<file path="config.mk">
export PLATFORM = sky130hd
export DESIGN_NAME = som_serial_nbit
export DESIGN_NICKNAME = d
export VERILOG_FILES = /design/src/rtl/som_serial_nbit.sv
export SDC_FILE = /design/constraint.sdc
export NUM_CORES = 1
export LEC_CHECK = 0
export CORE_AREA = 2 2 45 47
export DETAILED_ROUTE_END_ITERATION = 12
export DIE_AREA = 0 0 47 49
export PLACE_DENSITY = 0.84
export SLEW_MARGIN = 15
export SYNTH_ARGS = -nofsm -noshare
export SYNTH_HDL_FRONTEND = slang
export SYNTH_SLANG_ARGS = --single-unit
</file>
<file path="constraint.sdc">
create_clock -name clk -period 2.4 [get_ports clk]
set_input_delay 0.24 -clock clk [delete_from_list [all_inputs] [get_ports clk]]
set_output_delay 0.24 -clock clk [all_outputs]
set_load 0.02 [all_outputs]
</file>
<file path="src/rtl/som_serial_nbit.sv">
// Bit-serial N-bit adder: operands are shifted LSB-first through a single
// full-adder cell with a registered carry loop, behind valid/ready handshakes.

module som_comp_1bit (
   input  logic x,
   input  logic y,
   input  logic Cin,
   output logic A,
   output logic Cout
);

   assign A    = x ^ y ^ Cin;
   assign Cout = (x & y) | (Cin & (x ^ y));

endmodule

module som_serial_nbit #(
   parameter int unsigned WIDTH = 4
) (
   input  logic             clk,
   input  logic             rst,
   input  logic             in_valid,
   output logic             in_ready,
   input  logic [WIDTH-1:0] x,
   input  logic [WIDTH-1:0] y,
   input  logic             Cin,
   output logic             out_valid,
   input  logic             out_ready,
   output logic [WIDTH-1:0] A,
   output logic             Cout,
   output logic             busy
);

   localparam int unsigned CW = $clog2(WIDTH + 1);

   typedef enum logic [1:0] {
      IDLE,
      RUN,
      DONE
   } state_t;

   state_t           state, state_n;
   logic [WIDTH-1:0] xs, ys;
   logic             c;
   logic [CW-1:0]    cnt;
   logic             fa_A, fa_Cout;
   logic             last;

   som_comp_1bit u_fa (
      .x    (xs[0]),
      .y    (ys[0]),
      .Cin  (c),
      .A    (fa_A),
      .Cout (fa_Cout)
   );

   assign last      = (cnt == CW'(WIDTH - 1));
   assign in_ready  = (state == IDLE) && !rst;
   assign out_valid = (state == DONE);
   assign busy      = (state == RUN);

   always_ff @(posedge clk) begin
      if (rst) state <= IDLE;
      else     state <= state_n;
   end

   always_comb begin
      state_n = state;
      case (state)
         IDLE:    if (in_valid)  state_n = RUN;
         RUN:     if (last)      state_n = DONE;
         DONE:    if (out_ready) state_n = IDLE;
         default:                state_n = IDLE;
      endcase
   end

   always_ff @(posedge clk) begin
      if (rst) begin
         xs   <= '0;
         ys   <= '0;
         c    <= 1'b0;
         cnt  <= '0;
         A    <= '0;
         Cout <= 1'b0;
      end else begin
         case (state)
            IDLE: begin
               if (in_valid) begin
                  xs  <= x;
                  ys  <= y;
                  c   <= Cin;
                  cnt <= '0;
                  A   <= '0;
               end
            end
            RUN: begin
               c   <= fa_Cout;
               // sum bits enter at the MSB; the shift form also covers WIDTH=1
               A   <= WIDTH'({fa_A, A} >> 1);
               xs  <= xs >> 1;
               ys  <= ys >> 1;
               cnt <= cnt + 1'b1;
               if (last) Cout <= fa_Cout;
            end
            default: ;
         endcase
      end
   end

endmodule

</file>
==> results of run 1 <==
## registers in the layout, indices dropped and copies added (netlist names)
register,flops
state,2
Cout,1
ys,4
c,1
xs,4
A,4
cnt,3
## per-layer routing
metal | share of wire | vias to the layer above | global-route usage
li1 | - | 355 | -
met1 | 0.46 | 334 | 0.1889
met2 | 0.48 | 15 | 0.2215
met3 | 0.051 | 2 | 0.04444
met4 | 0.0084 | 0 | 0.08796
met5 | 0 | - | 0
## worst paths after layout
path	to	slack [ns]	startpoint	cells after the start
worst max register to register	A[3]$_SDFFE_PP0P_	1.09	c$_SDFFE_PP0P_	4
worst min register to register	cnt[0]$_SDFFE_PP0P_	0.50	cnt[0]$_SDFFE_PP0P_	1
worst min-delay path	cnt[0]$_SDFFE_PP0P_	0.50	cnt[0]$_SDFFE_PP0P_	1
worst max-delay path	busy	0.40	state[0]$_SDFFE_PP0P_	3
## Yosys cell counts (all sizes together)
library cell / count
dfxtp: 19
nor2: 15
inv: 12
a21oi: 9
a22oi: 7
o221a: 7
buf: 3
a2bb2oi: 2
clkbuf: 2
ha: 2
nor3: 2
a211oi: 1
a311oi: 1
fa: 1
mux2i: 1
nand2: 1
nand2b: 1
nor2b: 1
nor3b: 1
o21bai: 1
## final cells by class
class / count / area, µm²
sequential: 19 / 380.4
inverter: 12 / 47.55
multi-input combinational: 53 / 389.1
tap: 27 / 33.78
clock buffer: 3 / 22.52
fill: 173 / 755.7
clock inverter: 1 / 5.005
timing repair buffer: 21 / 207.7
## stage by stage
step | setup WS [ns] | cell area [µm²] | cells
final | 0.3985 | 1086 | 136
after global routing | 0.3255 | 1086 | 136
after CTS | 0.3993 | 1086 | 136
after detailed placement | 0.6990 | 1059 | 132
after global placement | 0.6960 | 1059 | 132
after floorplan | 1.207 | 855.8 | 89
## report_power, final
part	switching (mW)	total [mW]	internal, mW
registers	0.0145	0.348	0.333
logic	0.0527	0.111	0.0586
clock network	0.0991	0.161	0.0622
## kinds of logic after synthesis
group / Yosys count
fa+ha+maj: 3
simple gates: 21
flops: 19
mux: 1
buf+inv: 17
compound gates: 28
## cells in the final DEF, fill, tap and decap left out
master and count:
clkdlybuf4s50_1 20, dfxtp_1 19, nor2_1 14, inv_1 11
a21oi_1 7, o221a_2 7, a22oi_1 7, clkbuf_4 3
nor3_1 2, a21oi_2 2, a2bb2oi_1 2, ha_1 2
nand2b_4 1, inv_4 1, nor2b_1 1, mux2i_1 1
o21bai_2 1, nor3b_1 1, nor2_2 1, nand2_1 1
a211oi_2 1, a311oi_1 1, fa_1 1, clkinv_2 1
buf_4 1
==> results.md, run 1 <==
* Outcome: finished clean
* ANT cells at 0
* Multiplexer area fraction after synthesis at 0.01170
* First-pass GRT wire length at ~2500 µm
* Critical path's slowest cell: clkdlybuf4s50_1
* Initial core utilization at 0.4647
* WL per Instance at about 12 µm
* Distinct cells, synth at 25
* Die ar. at between 2000 and 2500 µm²
* Final Max Slew Viols at 0
* Critical path's top delay family: buffers and inverters
* Worst Clk Skew at between 0.002 and 0.0025 ns
* Final period utilization at 0.8340
* Reg clk slew, reported paths at roughly 0.11 ns
* Clk Tree Root Cell: clkbuf_4
* Vias in the first global route at 610
* Cts repair resizes at 0
* Worst skew pair latency at around 0.3 ns
* Drt total wl at around 1700 µm
* Synth warnings at 0
* Max Root-Sink Buffers at 2
* Compound-Gate Fraction of Synth Area at 0.2734
* Total GRT Usage at 0.1508
* P&R area growth vs syn at 26.90%
* Req. time, crit path at between 2 and 2.5 ns
* Largest family of logic cells by synthesized area: compound AO/OA/AOI/OAI gates
* Rows at 16
* IO Pins at 21
* Cell Chain, Critical Path: nand2b_4 > inv_4 > clkdlybuf4s50_1
* Post-Synth XOR/XNOR Area at 0
* Critical path's largest stage delay at between 0.6 and 0.7 ns
* Post-CTS setup buffer count at 0
* Num Clock Sinks at 19
* FF+latch count, synth at 19
* Syn Area/Cell at 9.616 µm²
* Layout cell share with drive strength beyond 1 at 0.1743
* Hold bufs inserted after CTS at 0
* Overall power at 0.6205 mW
* Synth Area in Simple Gates at 0.1170
* Type of origin of the critical path: register
* Crit Path Category: reg -> out
* Total grt overflow at 0
* Top-area cell type share of the netlist area at 0.4444
* Max-Cap Viols at 0
* Via Count at 706
* Buf/Inv on CP at 2
* Post-Synth Adder-Cell Area at 0.05263
* Slew HR at 0.7497
* Syn nets at ~110
* Slew @ Worst Pin at ~0.38 ns
* Antenna violations before repair at 0
* Synthesized area at between 800 and 900 µm²
* Fin crit period at around 2.0 ns
* H-tree depth at 1
* Core area at 1842 µm²
* Seq/Total Area, Yosys at 0.4444
* DRC at 0
* Via density per instance at around 5.2
* Cells after Synth at 89
* DR iter-0 viols at 9
* Worst hold margin at 0.4952 ns
* Worst hold path class: reg -> reg
* Crit end category: primary output
* Buffers on Ports at 20
* Maximum clock rate at between 400 and 500 MHz
* Largest net degree at the start of global routing at 20
* Synth top area cells: dfxtp_1, o221a_2, a22oi_1
* Setup-failing EPs final at 0
* CTS tree: yes
* DRT antenna net count at 0
* Die height at about 50 µm
* Pre-antenna DRT Iters at 4
* RSZ-0062 raised after global routing: false
* Fin nets at 126
* Dpl hpwl at 1225 µm
* DIE WIDTH at roughly 47 µm
* WP data arrival at around 1.8 ns
* Num CTS Buffers at 3
* Crit path max fanout at 15
* Static leakage power at 0.4126 nW
* Cell area power density at ~570 nW/µm²
* Endpoints failing hold at 0
* Fin Setup TNS at 0 ns
* Synth area leader: dfxtp_1
* Peak VDD IR at around 370 µV
* GPL Wtd Cong at 0.8137
* Final core utilization at 0.5897
No activity file was read; power rests on OpenSTA's default activity.
==> run 2: changes to the inputs <==
- CORE_AREA: 2 2 45 47 -> 2 2 46 48
- DIE_AREA: 0 0 47 49 -> 0 0 48 50
- PLACE_DENSITY: 0.84 -> 0.81
- clock period: 2.4 -> 1.95 ns (I/O delays scaled with it)
==> run 2 against run 1 <==
Sequential power rose by 23%. Combinational power rose by 24%. Largest cell class unchanged. Via count fell by 0.28%. Clock power rose by 22%. Clock skew rose by 0.0036 ns. First-iteration DRC count rose to 2.9 times the previous value. Hold slack improved by 0.0073 ns. Critical path type unchanged. Global-route usage rose by 1.1 points. Count of clock-buffer cells in the layout rose by 1. Cell area did not move. Power rose by 23%. Largest power group unchanged.
==> results.md, run 2 (synthesized netlist as in run 1, its figures left out) <==
* Outcome: finished clean
* Drt total wl at ~1600 µm
* Type of origin of the critical path: register
* DRT antenna net count at 0
* Vias in the first global route at 620
* Worst Clk Skew at slightly below 0.006 ns
* Layout Cells excl Fill at between 100 and 150
* Worst skew pair latency at slightly below 0.3 ns
* RSZ-0062 raised after global routing: false
* Post-CTS setup buffer count at 0
* Setup-failing EPs final at 0
* Num Clock Sinks at 19
* Core area at 1902 µm²
* Max Root-Sink Buffers at 2
* Antenna violations before repair at 0
* Fin Setup TNS at 0 ns
* Layout cell share with drive strength beyond 1 at 0.1743
* Rows at 16
* Buffers on Ports at 20
* Endpoints failing hold at 0
* Max-Cap Viols at 0
* Reg clk slew, reported paths at between 0.1 and 0.15 ns
* Worst hold path class: reg -> reg
* Register area at roughly 380 µm²
* Total grt overflow at 0
* Final Max Slew Viols at 0
* Slew HR at 0.7639
* GPL Wtd Cong at between 0.7 and 0.8
* First-pass GRT wire length at 2725 µm
* Largest net degree at the start of global routing at 20
* CTS tree: yes
* Critical path's slowest cell: clkdlybuf4s50_1
* Cell Chain, Critical Path: nand2b_4 > inv_4 > clkdlybuf4s50_1
* Peak VDD IR at approximately 360 µV
* DIE WIDTH at between 40 and 50 µm
* Final period utilization at 0.9684
* Pre-antenna DRT Iters at 4
* P&R area growth vs syn at 26.90%
* Placed Cells incl. Taps at roughly 130
* Die height at approximately 50 µm
* Commonest non-fill, non-tap cell in the layout: clkdlybuf4s50_1
* Via density per instance at between 5 and 6
* # fillers at 170
* DRC at 0
* Total GRT Usage at 0.1613
* Crit Path Category: reg -> out
* Static leakage power at 0.4101 nW
* Fin nets at roughly 130
* Commonest non-fill, non-tap cells in the layout: clkdlybuf4s50_1, dfxtp_1, nor2_1
* Initial core utilization at 0.4500
* Cell area power density at between 700 and 800 nW/µm²
* Req. time, crit path at approximately 1.8 ns
* Dpl hpwl at 1220 µm
* Multi-input logic area at between 300 and 400 µm²
* H-tree depth at 1
* WP data arrival at about 1.7 ns
* Crit path max fanout at 15
* Crit end category: primary output
* Maximum clock rate at between 500 and 600 MHz
* Clk Tree Root Cell: clkbuf_4
* Critical path's largest stage delay at 0.63 ns
* WL per Instance at about 12 µm
* Via Count at 704
* IO Pins at 21
* Slew @ Worst Pin at around 0.35 ns
* ANT cells at 0
* Fin crit period at roughly 1.9 ns
* Num CTS Buffers at 3
* DR iter-0 viols at 26
* Die ar. at ~2400 µm²
* Largest regs: A: 4 flops, xs: 4 flops, ys: 4 flops
## run 2: changes by cell type in the layout (fill, tap and decap cells not counted)
cell      previous run  this run
dfxtp_2              0         1
dfxtp_1             19        18
clkbuf_1             0         1
clkinv_2             1         0
## run 2: area by class of cell
cell class	instances	area share
multi-input combinational	53	0.3583
sequential	19	0.3514
inverter	12	0.04378
clock buffer	4	0.02419
tap	27	0.03111
timing repair buffer	21	0.1912
## run 2: power breakdown
| part | internal [mW] | leakage [nW] | switching [mW] |
|---|---|---|---|
| Combinational | 0.0726 | 0.239 | 0.0649 |
| Clock | 0.0796 | 0.0150 | 0.117 |
| Sequential | 0.411 | 0.156 | 0.0174 |
## run 2: worst paths after layout
check,slack (ns),depth (start not counted),from,end
min reg2reg,0.50,2,cnt[2]$_SDFFE_PP0P_,cnt[2]$_SDFFE_PP0P_
min,0.50,2,cnt[2]$_SDFFE_PP0P_,cnt[2]$_SDFFE_PP0P_
max reg2reg,0.65,4,c$_SDFFE_PP0P_,A[3]$_SDFFE_PP0P_
max,0.06,3,state[1]$_SDFFE_PP0P_,busy
## run 2: routing by layer
| metal | wire [µm] | vias to the layer above | GRT usage |
|---|---|---|---|
| met4 | 50 | 0 | 0.1126 |
| met3 | 58 | 4 | 0.02198 |
| met5 | 0 | - | 0 |
| li1 | - | 352 | - |
| met1 | 761 | 332 | 0.2152 |
| met2 | 774 | 16 | 0.2289 |
## run 2: per-stage QoR
step / total power, mW / instance area (µm²) / hold WS (ns) / util / setup WS, ns
finish: 0.7620 / 1086 / 0.5025 / 0.5711 / 0.06163
global route: 0.8016 / 1086 / 0.5282 / 0.5711 / 0.001582
CTS: 0.7706 / 1086 / 0.5076 / 0.5711 / 0.04987
detailed placement: 0.5744 / 1059 / 0.4861 / 0.5566 / 0.3310
global placement: 0.5708 / 1059 / 0.4712 / 0.5566 / 0.3315
floorplan: 0.5222 / 855.8 / 0.3433 / - / 0.7575
## run 2: worst max-delay path: cells and delay by family, from the launching register on
family / cells / cell delay, ns
simple gates: 1 / 0.21
buf+inv: 2 / 0.78
flops: 1 / 0.41
## run 2: what timing repair did
| action | 4_1_cts | 5_1_grt |
|---|---|---|
| hold buffers | 0 | 0 |
| endpoints found under the setup margin | 1 | 0 |
| resized for setup | 1 | 0 |
==> run 3: changes to the inputs <==
- ABC_AREA: unset -> 1
- CAP_MARGIN: unset -> 15
- CORE_AREA: 2 2 46 48 -> 2 2 47 49
- DIE_AREA: 0 0 48 50 -> 0 0 49 51
==> run 3 against run 2 <==
Core utilization shrank 1.3 points. Power grew 0.40%. First-iteration DRC count shrank 23%. Critical path depth is the same. Sequential power shrank 1%. Cell area grew 6.0%. Combinational power grew 6%. Via count grew 17%. Die area grew 4.1%. Clock skew grew 0.0032 ns.
==> results.md, run 3 <==
* Setup slack, reg-to-reg at ~0.66 ns
* Synth top cells by count: nand2_1, inv_1, dfxtp_1
* DIE WIDTH at around 49 µm
* Layout cell share with drive strength beyond 1 at 0.07143
* Distinct cells, synth at 18
* Reg-to-reg critical path endpoint: Cout$_SDFFE_PP0P_
* Fin crit period at between 1.5 and 2 ns
* Top_reg_cell synth: dfxtp_1
* WL per Instance at ~10 µm
* Total GRT Usage at 0.1685
* Placed Cells incl. Taps at about 180
* Reg2reg path depth at 7
* Post-Synth Adder-Cell Area at 0.04945
* Num CTS Buffers at 3
* Drt total wl at 1792 µm
* Synthesized area at 910.9 µm²
* Crit Path Category: reg -> out
* Syn nets at between 100 and 150
* Largest regs: A: 4 flops, xs: 4 flops, ys: 4 flops
* Cell area power density at between 600 and 700 nW/µm²
* H-tree depth at 1
* Count leader, synth: nand2_1
* Via Count at slightly above 800
* Hold worst-path end: ys[3]$_SDFFE_PP0P_
* CTS tree: yes
* Commonest non-fill, non-tap cells in the layout: nand2_1, inv_1, clkdlybuf4s50_1
* P&R area growth vs syn at 26.37%
* Largest family of logic cells by synthesized area: simple AND/OR/NAND/NOR gates
* Antenna violations before repair at 0
* Hold bufs inserted after CTS at 0
* Final core utilization at 0.5579
* Fin nets at between 150 and 200
* Max-Cap Viols at 0
* Final period utilization at 0.8799
* Maximum clock rate at approximately 580 MHz
* WP data arrival at roughly 1.5 ns
* Reg clk slew, reported paths at ~0.11 ns
* Total grt overflow at 0
* Peak VDD IR at between 400 and 500 µV
* Initial core utilization at 0.4415
* Post-Synth XOR/XNOR Area at 0
* # fillers at 205
* Hold_sp: y[3]
* Core area at between 2000 and 2500 µm²
* Cells after Synth at about 130
* Clk Tree Root Cell: clkbuf_4
* Final setup margin at between 0.2 and 0.25 ns
* R2r startpoint: cnt[0]$_SDFFE_PP0P_
* Die height at between 50 and 60 µm
* Slew @ Worst Pin at between 0.5 and 0.6 ns
* Vias in the first global route at 782
* Largest net degree at the start of global routing at 25
* Static leakage power at between 0.5 and 0.6 nW
* Crit end category: primary output
* Num Clock Sinks at 19
* RSZ-0062 raised after global routing: false
* Fin Setup TNS at 0 ns
* Synth async-reset ratio at 0
* Compound-Gate Fraction of Synth Area at 0.1140
* FF+latch count, synth at 19
* Commonest non-fill, non-tap cell in the layout: nand2_1
* Synth Area in Simple Gates at 0.2843
* Outcome: finished clean
* Die ar. at between 2000 and 2500 µm²
* Layout Cells excl Fill at approximately 180
* Seq/Total Area, Yosys at 0.4176
* Final Max Slew Viols at 0
* GPL Wtd Cong at around 0.73
* Worst skew pair latency at 0.29 ns
* Rows at 17
* Synth top area cells: dfxtp_1, nand2_1, a21oi_1
* Buffers on Ports at 20
* Setup-failing EPs final at 0
* Dpl hpwl at approximately 1300 µm
* Crit path max fanout at 5
* Worst hold path depth at 3
* Synth area leader: dfxtp_1
* Synth warnings at 0
* Worst hold path class: in -> reg
* Multiplexer area fraction after synthesis at 0
* DRC at 0
* EDFF count, synth at 0
* Req. time, crit path at 1.75 ns
* Syn Area/Cell at about 6.8 µm²
* Pre-antenna DRT Iters at 4
* Worst Clk Skew at ~0.0092 ns
* DR iter-0 viols at 20
* Pre-CTS setup slack at ~0.31 ns
* Slew HR at 0.6198
* Max Root-Sink Buffers at 2
* Overall power at about 0.77 mW
* DRT antenna net count at 0
* First-pass GRT wire length at roughly 3200 µm
* Top-area cell type share of the netlist area at 0.4176
* Type of origin of the critical path: register
* Endpoints failing hold at 0
* IO Pins at 21
* Via density per instance at 4.527
* ANT cells at 0
[run 3: worst max-delay path by stage]
stage,start,end,depth (start not counted)
3_3_place_gp,rst,in_ready,3
4_1_cts,state[1]$_SDFFE_PP0P_,busy,4
3_5_place_dp,state[0]$_SDFFE_PP0P_,busy,3
6_report,state[1]$_SDFFE_PP0P_,out_valid,3
2_1_floorplan,state[0]$_SDFFE_PP0P_,in_ready,2
5_1_grt,state[1]$_SDFFE_PP0P_,out_valid,3
[run 3: layout make-up]
cell class / instances / area, µm² / share of cell area
inverter: 22 / 82.58 / 0.07174
tap: 28 / 35.03 / 0.03043
timing repair buffer: 22 / 217.7 / 0.1891
sequential: 19 / 381.6 / 0.3315
multi-input combinational: 87 / 407.9 / 0.3543
clock buffer: 4 / 26.28 / 0.02283
[run 3: report_power, final]
group          switching [mW]  internal, mW  total [mW]
logic                  0.0790        0.0675       0.146
registers              0.0122         0.411       0.423
clock network           0.116        0.0795       0.195
total                   0.207         0.558       0.765
[run 3: per-layer routing]
| metal | vias to the layer above | global-route usage | share of wire |
|---|---|---|---|
| met5 | - | 0 | 0 |
| met4 | 0 | 0.1000 | 0.016 |
| met3 | 4 | 0.03216 | 0.031 |
| met2 | 16 | 0.2785 | 0.47 |
| met1 | 366 | 0.2048 | 0.48 |
| li1 | 438 | - | - |
[run 3: cells by family (layout without fill, tap and decap cells)]
kind of cell	after synthesis	count (layout)
buf+inv	27	48
flops	19	19
compound gates	18	18
fa+ha+maj	3	3
simple gates	66	66
[run 3: stage by stage]
stage	hold slack (ns)	area, µm²
floorplan	0.3594	910.9
global placement	0.4505	1121
detailed placement	0.4602	1121
CTS	0.4654	1149
global route	0.4786	1151
finish	0.4701	1151
[run 3: worst max-delay path: stages, from the launching register on]
cell	delay (ns)
dfxtp_1	0.42
inv_2	0.11
nor2_1	0.10
clkdlybuf4s50_1	0.61
[run 3: what timing repair did]
action | CTS | global route
endpoints found under the setup margin | 1 | 1
resized for setup | 1 | 1
endpoints found under the hold margin | 0 | 0
gates cloned | 0 | 0
setup buffers | 0 | 0
